### src/rtl/alarm_pkg.sv
// Shared state encoding and helpers for the alarm zone controller.
package alarm_pkg;

  localparam logic [2:0] CODE_DISARMED    = 3'd0;
  localparam logic [2:0] CODE_EXIT_DELAY  = 3'd1;
  localparam logic [2:0] CODE_ARMED       = 3'd2;
  localparam logic [2:0] CODE_ENTRY_DELAY = 3'd3;
  localparam logic [2:0] CODE_ALARM       = 3'd4;

  typedef enum logic [2:0] {
    ST_DISARMED    = CODE_DISARMED,
    ST_EXIT_DELAY  = CODE_EXIT_DELAY,
    ST_ARMED       = CODE_ARMED,
    ST_ENTRY_DELAY = CODE_ENTRY_DELAY,
    ST_ALARM       = CODE_ALARM
  } state_e;

  function automatic int max3(input int a, input int b, input int c);
    int m;
    m = (a > b) ? a : b;
    return (m > c) ? m : c;
  endfunction

endpackage

### src/rtl/alarm_delay_timer.sv
// Saturating down-counter shared by the exit, entry and siren phases.
module alarm_delay_timer #(
  parameter int WIDTH = 7
) (
  input  logic             clk,
  input  logic             rst_n,
  input  logic             load,
  input  logic [WIDTH-1:0] load_val,
  output logic             expired
);

  logic [WIDTH-1:0] count;

  always_ff @(posedge clk or negedge rst_n) begin
    if (!rst_n) begin
      count <= '0;
    end else if (load) begin
      count <= load_val;
    end else if (count != '0) begin
      count <= count - WIDTH'(1);
    end
  end

  // A phase loaded with N reaches 1 on its Nth cycle, which is its last.
  assign expired = ((count >> 1) == '0);

endmodule

### src/rtl/alarm_zone_ctrl.sv
// Zoned intruder-alarm controller with exit/entry delays and timed siren.
// Optional tamper input enabled by defining TAMPER_EN.
module alarm_zone_ctrl
  import alarm_pkg::*;
#(
  parameter int NUM_ZONES    = 4,
  parameter int EXIT_CYCLES  = 16,
  parameter int ENTRY_CYCLES = 16,
  parameter int ALARM_CYCLES = 64
) (
  input  logic                 clk,
  input  logic                 rst_n,
  input  logic                 arm,
  input  logic                 disarm,
  input  logic [NUM_ZONES-1:0] sensor,
  input  logic [NUM_ZONES-1:0] zone_en,
  input  logic [NUM_ZONES-1:0] instant,
`ifdef TAMPER_EN
  input  logic                 tamper,
`endif
  output logic                 alarm,
  output logic [2:0]           state,
  output logic                 arm_fail,
  output logic [NUM_ZONES-1:0] zone_latch
);

  localparam int TW = $clog2(max3(EXIT_CYCLES, ENTRY_CYCLES, ALARM_CYCLES) + 1);

  state_e               state_q;
  state_e               state_d;
  state_e               rearm_state;
  logic [NUM_ZONES-1:0] viol;
  logic [NUM_ZONES-1:0] latch_d;
  logic                 arm_fail_d;
  logic                 timer_load;
  logic                 timer_expired;
  logic [TW-1:0]        timer_val;

`ifdef TAMPER_EN
  logic tamper_q;
  logic tamper_d;

  // A siren raised by tamper falls back to disarmed rather than re-arming.
  assign rearm_state = tamper_q ? ST_DISARMED : ST_ARMED;
  assign tamper_d    = (state_d == ST_ALARM) && (tamper_q || tamper);
`else
  assign rearm_state = ST_ARMED;
`endif

  assign viol = sensor & zone_en;

  always_comb begin
    state_d    = state_q;
    arm_fail_d = 1'b0;
    latch_d    = zone_latch;
    timer_load = 1'b0;
    if (state_q == ST_ARMED || state_q == ST_ENTRY_DELAY || state_q == ST_ALARM)
      latch_d = zone_latch | viol;
    if (disarm) begin
      state_d = ST_DISARMED;
`ifdef TAMPER_EN
    end else if (tamper) begin
      state_d    = ST_ALARM;
      timer_load = 1'b1;
`endif
    end else begin
      case (state_q)
        ST_DISARMED: begin
          if (arm) begin
            if (viol == '0) begin
              state_d = ST_EXIT_DELAY;
              latch_d = '0;
            end else begin
              arm_fail_d = 1'b1;
            end
          end
        end
        ST_EXIT_DELAY: begin
          if (timer_expired) state_d = ST_ARMED;
        end
        ST_ARMED: begin
          if ((viol & instant) != '0) state_d = ST_ALARM;
          else if (viol != '0)        state_d = ST_ENTRY_DELAY;
        end
        ST_ENTRY_DELAY: begin
          if (((viol & instant) != '0) || timer_expired) state_d = ST_ALARM;
        end
        ST_ALARM: begin
          if (timer_expired) state_d = rearm_state;
        end
        default: state_d = ST_DISARMED;
      endcase
    end
    if (state_d != state_q) timer_load = 1'b1;
  end

  always_comb begin
    timer_val = '0;
    case (state_d)
      ST_EXIT_DELAY:  timer_val = TW'(EXIT_CYCLES);
      ST_ENTRY_DELAY: timer_val = TW'(ENTRY_CYCLES);
      ST_ALARM:       timer_val = TW'(ALARM_CYCLES);
      default:        timer_val = '0;
    endcase
  end

  alarm_delay_timer #(
    .WIDTH(TW)
  ) u_timer (
    .clk      (clk),
    .rst_n    (rst_n),
    .load     (timer_load),
    .load_val (timer_val),
    .expired  (timer_expired)
  );

  always_ff @(posedge clk or negedge rst_n) begin
    if (!rst_n) begin
      state_q    <= ST_DISARMED;
      arm_fail   <= 1'b0;
      zone_latch <= '0;
`ifdef TAMPER_EN
      tamper_q   <= 1'b0;
`endif
    end else begin
      state_q    <= state_d;
      arm_fail   <= arm_fail_d;
      zone_latch <= latch_d;
`ifdef TAMPER_EN
      tamper_q   <= tamper_d;
`endif
    end
  end

  // Siren is a pure decode of the registered state.
  assign alarm = (state_q == ST_ALARM);
  assign state = state_q;

endmodule

### config.mk
export PLATFORM = sky130hd
export DESIGN_NAME = alarm_zone_ctrl
export DESIGN_NICKNAME = d
export VERILOG_FILES = /design/src/rtl/alarm_pkg.sv /design/src/rtl/alarm_delay_timer.sv /design/src/rtl/alarm_zone_ctrl.sv
export SDC_FILE = /design/constraint.sdc
export NUM_CORES = 1
export LEC_CHECK = 0
export ABC_AREA = 1
export CORE_UTILIZATION = 48
export DETAILED_ROUTE_END_ITERATION = 10
export GPL_TIMING_DRIVEN = 0
export PLACE_DENSITY = 0.78
export SETUP_SLACK_MARGIN = 0.02
export SYNTH_ARGS = -nofsm -noshare
export SYNTH_HDL_FRONTEND = slang
export SYNTH_SLANG_ARGS = --single-unit
### constraint.sdc
create_clock -name clk -period 2.15 [get_ports clk]
set_input_delay 0.215 -clock clk [delete_from_list [all_inputs] [get_ports clk]]
set_output_delay 0.215 -clock clk [all_outputs]
set_load 0.02 [all_outputs]
; Yosys cells after proc, flatten, opt, wreduce, memory -nomap -nowiden
; Index checks and enable logic that the tools add are counted.
[totals]
ff_bits = 15
inputBits = 16
output_inout_bits = 9
elab_cells = 49
[classes]
n_addsub = 1
n_eq_ne = 8
mux = 21
bitwise_logic = 3
reduce_logical = 12
[ops]
columns = operator, count
row1 = $mux W3, 7
row2 = $mux W4, 5
row3 = $mux W7, 2
row4 = $pmux W7 S2, 1
row5 = $pmux W3 S4, 1
row6 = $eq A3 B2 Y1 const B, 3
row7 = $and A4 B4 Y4, 2
row8 = $reduce_bool A4 Y1, 2
row9 = $logic_not A7 Y1, 1
row10 = $reduce_bool A7 Y1, 1
row11 = $sub A7 B1 Y7 const B, 1
row12 = $eq A3 B1 Y1 const B, 2
row13 = $eq A3 B3 Y1 const B, 2
row14 = $mux W1, 5
row15 = $logic_not A4 Y1, 1
row16 = $or A4 B4 Y4, 1
row17 = $reduce_or A2 Y1, 2
row18 = $logic_not A3 Y1, 1
row19 = $logic_or A1 B1 Y1, 3
row20 = $ne A3 B3 Y1, 1
row21 = $reduce_bool A2 Y1, 1

; Longest topological paths before layout
; Gate-level depths: netlist of the first run.
[logic_depth]
depth_word = 11
mapped_depth = 14
depth_no_buf = 13

; By module
; From an unflattened synthesis of the first run, not the netlist that was laid out.
[unflattened]
hier_cells = 150
area_unflattened_um2 = 1042.2
[modules_own_cells]
columns = mod, instances, cells_per_inst, area_per_inst_um2, seq_area_each_um2
row1 = alarm_zone_ctrl, 1, 84, 565.5, 200.2
row2 = alarm_delay_timer, 1, 66, 476.7, 175.2

; Least setup slack after synthesis of the first run
; No wires, ideal clock.
[synth_timing]
path_kind = flip-flop to flip-flop
from = register state_q[2], in the netlist state[2]
to = register u_timer.count[4]
setup_time_ps = 117
t_arrival_ps = 1449
slack_ps = 584
path_stages_with_launch = 12
path_buffers = 1
synth_period_minus_slack_ps = 1566
path_cell_list = dfrtp_1 > buf_6 > nor2_2 > inv_2 > nor2_2 > nand3_1 > nand3_2 > nand3_1 > nand2_2 > nand3_4 > nand2_2 > nand2_1
[synth_between]
elab_chain_cells = 8
word_cells_on_any_way = 23
classes_between = eq/ne (8) / mux (11) / reduce/logical (4)
[synth_rtl]
columns = item, line_no
row1 = start: declaration, alarm_zone_ctrl.sv:29  ; state_e state_q;
row2 = start signal: assignment, alarm_zone_ctrl.sv:126  ; state_q <= state_d;
row3 = "$eq A3 B3 Y1, or another cell as far along", alarm_zone_ctrl.sv:67  ; case (state_q)
row4 = "$reduce_or A2 Y1 (no source line), or another cell as far along", n/a
row5 = $pmux W3 S4, alarm_zone_ctrl.sv:67
row6 = $mux W3, alarm_zone_ctrl.sv:59  ; if (disarm) begin
row7 = $eq A3 B2 Y1 or $eq A3 B1 Y1 (tied branches), alarm_zone_ctrl.sv:99  ; case (state_d)
row8 = $reduce_or A2 Y1 (no source line), n/a
row9 = $pmux W7 S2, alarm_zone_ctrl.sv:99
row10 = $mux W7, alarm_delay_timer.sv:17  ; end else if (load) begin
row11 = end signal: assignment, alarm_delay_timer.sv:18  ; count <= load_val;
row12 = end signal: assignment, alarm_delay_timer.sv:20  ; count <= count - WIDTH'(1);
row13 = end: declaration, alarm_delay_timer.sv:12  ; logic [WIDTH-1:0] count;
; Parallel ways exist; a longest one is shown, timed or not.
; A chain may end at the register's enable or synchronous reset.

; Final worst setup path of the first run
[layout_timing]
from = register state_q[0], in the netlist state[0]
to = output port alarm
[layout_between]
elab_chain_cells = 1
[layout_rtl]
columns = item, line_no
row1 = $eq A3 B3 Y1, alarm_zone_ctrl.sv:136  ; assign alarm = (state_q == ST_ALARM);
row2 = end: declaration, alarm_zone_ctrl.sv:21  ; output logic alarm,
; Every way passes these cells.

==> results of run 1 <==
-- through the flow --
stage               hold WS, ps  worst slack, ps  total power [mW]  instance area [um^2]  cells
floorplan                 -80.6              584             0.924                  1000    134
global placement            492              317              1.09                  1270    185
detailed placement          493              288              1.12                  1270    185
CTS                         336              332              1.29                  1300    189
global route                382              270              1.39                  1300    189
finish                      321              348              1.28                  1300    189
-- routing by layer --
layer	share of wire [%]	vias to the layer above	global-route usage, %
met5	0	-	0
met2	46	24	37.8
met1	46	423	26.4
li1	-	489	-
met4	1.3	0	6.67
met3	6.2	5	6.79
-- worst max-delay path, delay by kind of cell, from the launching register on --
family	cells	cell delay (ps)
flops	1	440
buf+inv	2	670
simple gates	2	200
-- final cells by class --
class	instances	area share (%)
Tap cell	27	2.59
Clock buffer	3	1.73
Buffer	1	0.865
Multi-Input combinational cell	102	42.6
Sequential cell	15	28.8
Inverter	16	4.61
Timing Repair Buffer	24	18.4
Clock inverter	1	0.384
-- flip-flops by register name, indices dropped and copies added, names as in the netlist --
signal,flops
arm_fail,1
zone_latch,4
state,3
u_timer.count,7
-- cell usage after synthesis --
cell and instances:
dfrtp_1 15, nor3_2 1, nor2_2 11, inv_2 5, o21ai_0 2, nand2_1 38, nand4_1 3, a31oi_1 4
nand3_1 11, a21oi_2 1, nand2_2 5, buf_6 1, nor2_1 11, ha_1 1, xor2_1 2, a21oi_1 2
o21ai_1 1, nor2_4 2, nand3_4 2, nand3_2 3, nor3_1 2, inv_1 11
-- worst paths after layout --
check	endpoint	slack (ps)	from	depth (start not counted)
setup / recovery	alarm	350	state[0]	4
hold / removal	u_timer.count[1]	320	rst_n	1
setup reg to reg	u_timer.count[3]	460	u_timer.count[0]	10
hold reg to reg	zone_latch[2]	510	zone_latch[2]	2
max in group asynchronous	u_timer.count[6]	1400	rst_n	1
min in group clk	zone_latch[2]	510	zone_latch[2]	2
-- power by group --
part	leakage (nW)	switching [mW]	internal, mW	total [mW]
registers	0.199	0.0771	0.367	0.444
clock network	0.0177	0.0923	0.0692	0.162
logic	0.449	0.387	0.284	0.671
-- cells by family (layout without fill, tap and decap cells) --
group	count (synthesis)	in the layout	synth area share, %
AOI/OAI and AO/OA	10	10	5.87
xor gates and xnor gates	2	2	1.75
adders and majority gates	1	1	1.25
buffers and inverters	17	45	7.13
DFF	15	15	37.5
and+or+nand+nor	89	89	46.5
==> results.yml, run 1 <==
timing:
  max_slew_margin_pct: 55.6
  hold_viol_final: 0
  layout_worst_path_cycle_share_pct: 83.8
  timing.setup.tns_ps: 0
  clock_skew_ps: 9.21
  fmax_mhz: 555
  tightest_slew_ps: 665
  finalCriticalPeriod_ps: 1800
  setup_viol: 0
  drv_slew: 0
  rsz0062_at_grt: "no"
cells_and_area:
  antenna_cells: 0
  final_nets: 180
  final_common_cell: "nand2_1"
  layout_common_cells: "nand2_1 (38), clkdlybuf4s50_1 (24), dfrtp_1 (15)"
  fillers: 177
  final_core_util_pct: 66.4
  areaGrowthSynthToFinish_pct: 30.1
  ff_latch_area_um2: 375
  multi_input_area_um2: 554
  drive_gt1_share_pct: 21.6
floorplanning:
  dieArea_um2: 2270
  die_h_um: 47.7
  num_io_pins: 25
  core_um2: 1960
  die-width_um: 47.7
  start_util_pct: 51.0
  row_count: 16
clock_tree:
  post_cts_buffers: 0
  cts_max_path_buffers: 2
  clockRootBuffer: "clkbuf_4"
  clock_latency_ps: 290
  cts_tree: "done"
  clk_pin_slew_ps: 90
  cts_buffers: 3
  cts-hold-fix-buffers: 0
  cts_resized: 0
  cts_htree_levels: 1
  numClockSinks: 15
worst_hold_path:
  hold_class: "primary input to asynchronous set/reset pin"
global_route:
  antenna_found_initial: 0
  grt_overflow_total: 0
  grt_max_degree: 16
  grt_pass1_vias: 836
  grt_first_pass_wirelength_mm: 3.37
  grtUsageTotal_pct: 22.0
outcome:
  status: "complete, no violations"
routing:
  wl_mm: 2.25
  route.detailed.drc: 0
  post_drt_wl_per_cell_um: 11.9
  viasPerCell: 4.98
  dr.pass1.iters: 4
  vias: 941
  ant_nets: 0
  dr.first_iter.drc_count: 12
pwr:
  p_leak_nw: 0.666
  ir_drop_mv: 0.675
  powerDensity_nw_per_um2: 980
synth:
  yosys_warnings: 0
  ys_seq_elements: 15
  yosys.area.top_type: "dfrtp_1"
  netlist_area_um2: 1000
  yosysSeqAreaShare_pct: 37.5
  syn_nets: 151
  synthTopCellsByArea: "dfrtp_1 (38%), nand2_1 (14%), nor2_2 (6.9%)"
  synth_top_area_share_pct: 37.5
  synth_cell_type_count: 22
  syn_avg_cell_area_um2: 7.47
  postSynthCellCount: 134
critical_path:
  path_class: "register to output port"
  slowest_stage: "clkdlybuf4s50_1"
  crit_required_ps: 1930
  crit_path_end_kind: "output port"
  start_kind: "register"
  path_max_fanout: 5
  critical-path-max-stage-delay_ps: 600
  critPathArrivalTime_ps: 1590
  cp_cell_sequence: "nor2_1 > nand2_1 > inv_1 > clkdlybuf4s50_1"
placement:
  place_congestion: 0.800
  post-dp-hpwl_mm: 1.82
  io_buffers: 24
run:
  maxCapViolCount: 0
No activity file was read; power rests on OpenSTA's default activity.
==> run 2: changes to the inputs <==
--- a/config.mk
+++ b/config.mk
@@ -6,10 +6,10 @@
 export NUM_CORES = 1
 export LEC_CHECK = 0
 export ABC_AREA = 1
-export CORE_UTILIZATION = 48
+export CORE_UTILIZATION = 43
 export DETAILED_ROUTE_END_ITERATION = 10
 export GPL_TIMING_DRIVEN = 0
-export PLACE_DENSITY = 0.78
+export PLACE_DENSITY = 0.74
 export SETUP_SLACK_MARGIN = 0.02
 export SYNTH_ARGS = -nofsm -noshare
 export SYNTH_HDL_FRONTEND = slang
==> constraint.sdc (replaced) <==
create_clock -name clk -period 1.6 [get_ports clk]
set_input_delay 0.16 -clock clk [delete_from_list [all_inputs] [get_ports clk]]
set_output_delay 0.16 -clock clk [all_outputs]
set_load 0.02 [all_outputs]
==> results.yml, run 2 (same netlist as run 1, synthesis figures left out) <==
clock_tree:
  cts_buffers: 3
  cts-hold-fix-buffers: 0
  clk_pin_slew_ps: 90
  cts_tree: "done"
  cts_htree_levels: 1
  clock_latency_ps: 280
  numClockSinks: 15
  cts_max_path_buffers: 2
  clockRootBuffer: "clkbuf_4"
cells_and_area:
  areaGrowthSynthToFinish_pct: 44.0
  largest_reg_flops: 7
  final_nets: 187
  antenna_cells: 0
  final_cells: 197
  top_register: "u_timer.count"
  layout_common_cells: "nand2_1 (33), clkdlybuf4s50_1 (23), dfrtp_1 (12)"
  final_common_cell: "nand2_1"
  drive_gt1_share_pct: 33.7
timing:
  max_slew_margin_pct: 55.9
  hold-worst-slack_ps: 273
  setup_viol: 1
  rsz0062_at_grt: "yes"
  finalCriticalPeriod_ps: 1620
  layout_worst_path_cycle_share_pct: 101
  hold_viol_final: 0
  setup_ws_ps: -21.7
  timing.setup.tns_ps: -21.7
  drv_slew: 0
  fmax_mhz: 617
  clock_skew_ps: 8.05
  tightest_slew_ps: 659
critical_path:
  critical-path-max-stage-delay_ps: 400
  path_max_fanout: 7
  cpMostUsedCell: "nand2_1"
  cp_cell_sequence: "buf_6 > buf_4 > nand2_1 > inv_1 > nand2_1 > nand3_1 > nand2_1 > nand2_1 > nand2_2 > nand3_4 > nand2_2 > nand2_1"
  crit_path_end_kind: "register"
  cp_num_buf_inv: 3
  path_delay_family: "simple AND/OR/NAND/NOR gates"
  path_class: "register to register"
  critPathArrivalTime_ps: 1800
  start_kind: "register"
  crit_required_ps: 1770
  slowest_stage: "dfrtp_1"
routing:
  viasPerCell: 4.98
  wl_mm: 2.36
  dr.first_iter.drc_count: 21
  post_drt_wl_per_cell_um: 12.0
  vias: 982
  route.detailed.drc: 0
  ant_nets: 0
  dr.pass1.iters: 4
placement:
  io_buffers: 24
  place_congestion: 0.809
  dp_cells: 186
  place_ws_ps: -203
  post-dp-hpwl_mm: 1.70
pwr:
  powerDensity_nw_per_um2: 1340
  finalPower_mw: 1.93
  ir_drop_mv: 0.940
  p_leak_nw: 0.705
worst_hold_path:
  hold_class: "primary input to asynchronous set/reset pin"
floorplanning:
  dieArea_um2: 2520
  start_util_pct: 45.2
  die_h_um: 50.2
  row_count: 17
  num_io_pins: 25
  die-width_um: 50.2
  core_um2: 2210
global_route:
  antenna_found_initial: 0
  grt_max_degree: 16
  grt_first_pass_wirelength_mm: 3.93
  grtUsageTotal_pct: 20.3
  grt_pass1_vias: 967
  grt_overflow_total: 0
outcome:
  status: "complete, but fails checks"
  violations: "negative setup slack"
run:
  maxCapViolCount: 0
[run 2: repair_timing]
action | 4_1_cts | 5_1_grt
gates resized for setup | 11 | 15
endpoints found under the hold margin | 0 | 0
setup endpoints to repair | 7 | 7
pin swaps | 8 | 4
setup buffers | 5 | 2
[run 2: layout make-up]
cell class / count / area (um^2)
inverters: 16 / 60.1
clock inverters: 1 / 5.00
repair buffers: 31 / 293
clock buffers: 3 / 22.5
fillers: 200 / 771
plain buffers: 1 / 11.3
flip-flops and latches: 15 / 379
well taps: 28 / 35.0
multi-input cells: 102 / 636
[run 2: worst paths after layout]
path                                    endpoint  cells past startpoint  slack [ps]     startpoint
worst max-delay path            u_timer.count[4]                     12         -20       state[2]
max in group asynchronous       u_timer.count[5]                      1         860          rst_n
worst min-delay path               zone_latch[3]                      1         270          rst_n
worst max register to register  u_timer.count[4]                     12         -20       state[2]
min in group clk                   zone_latch[1]                      2         510  zone_latch[1]
worst min register to register     zone_latch[1]                      2         510  zone_latch[1]
[run 2: metal layers]
| layer | global-route usage (%) | vias up | share of wire [%] |
|---|---|---|---|
| met5 | 0 | - | 0 |
| met4 | 3.33 | 0 | 0 |
| met3 | 5.45 | 0 | 4.3 |
| met2 | 34.9 | 26 | 50 |
| met1 | 25.4 | 456 | 45 |
| li1 | - | 500 | - |
[run 2: report_power, final]
| group | switching [mW] | internal [mW] |
|---|---|---|
| combinational | 0.607 | 0.500 |
| clock | 0.118 | 0.0928 |
| sequential | 0.119 | 0.496 |
| total | 0.843 | 1.09 |
[run 2: per-stage QoR]
stage / utilization, % / cell area [um^2]
2_1_floorplan: - / 1000
3_3_place_gp: 57.7 / 1280
3_5_place_dp: 57.7 / 1280
4_1_cts: 61.7 / 1360
5_1_grt: 65.2 / 1440
6_report: 65.2 / 1440
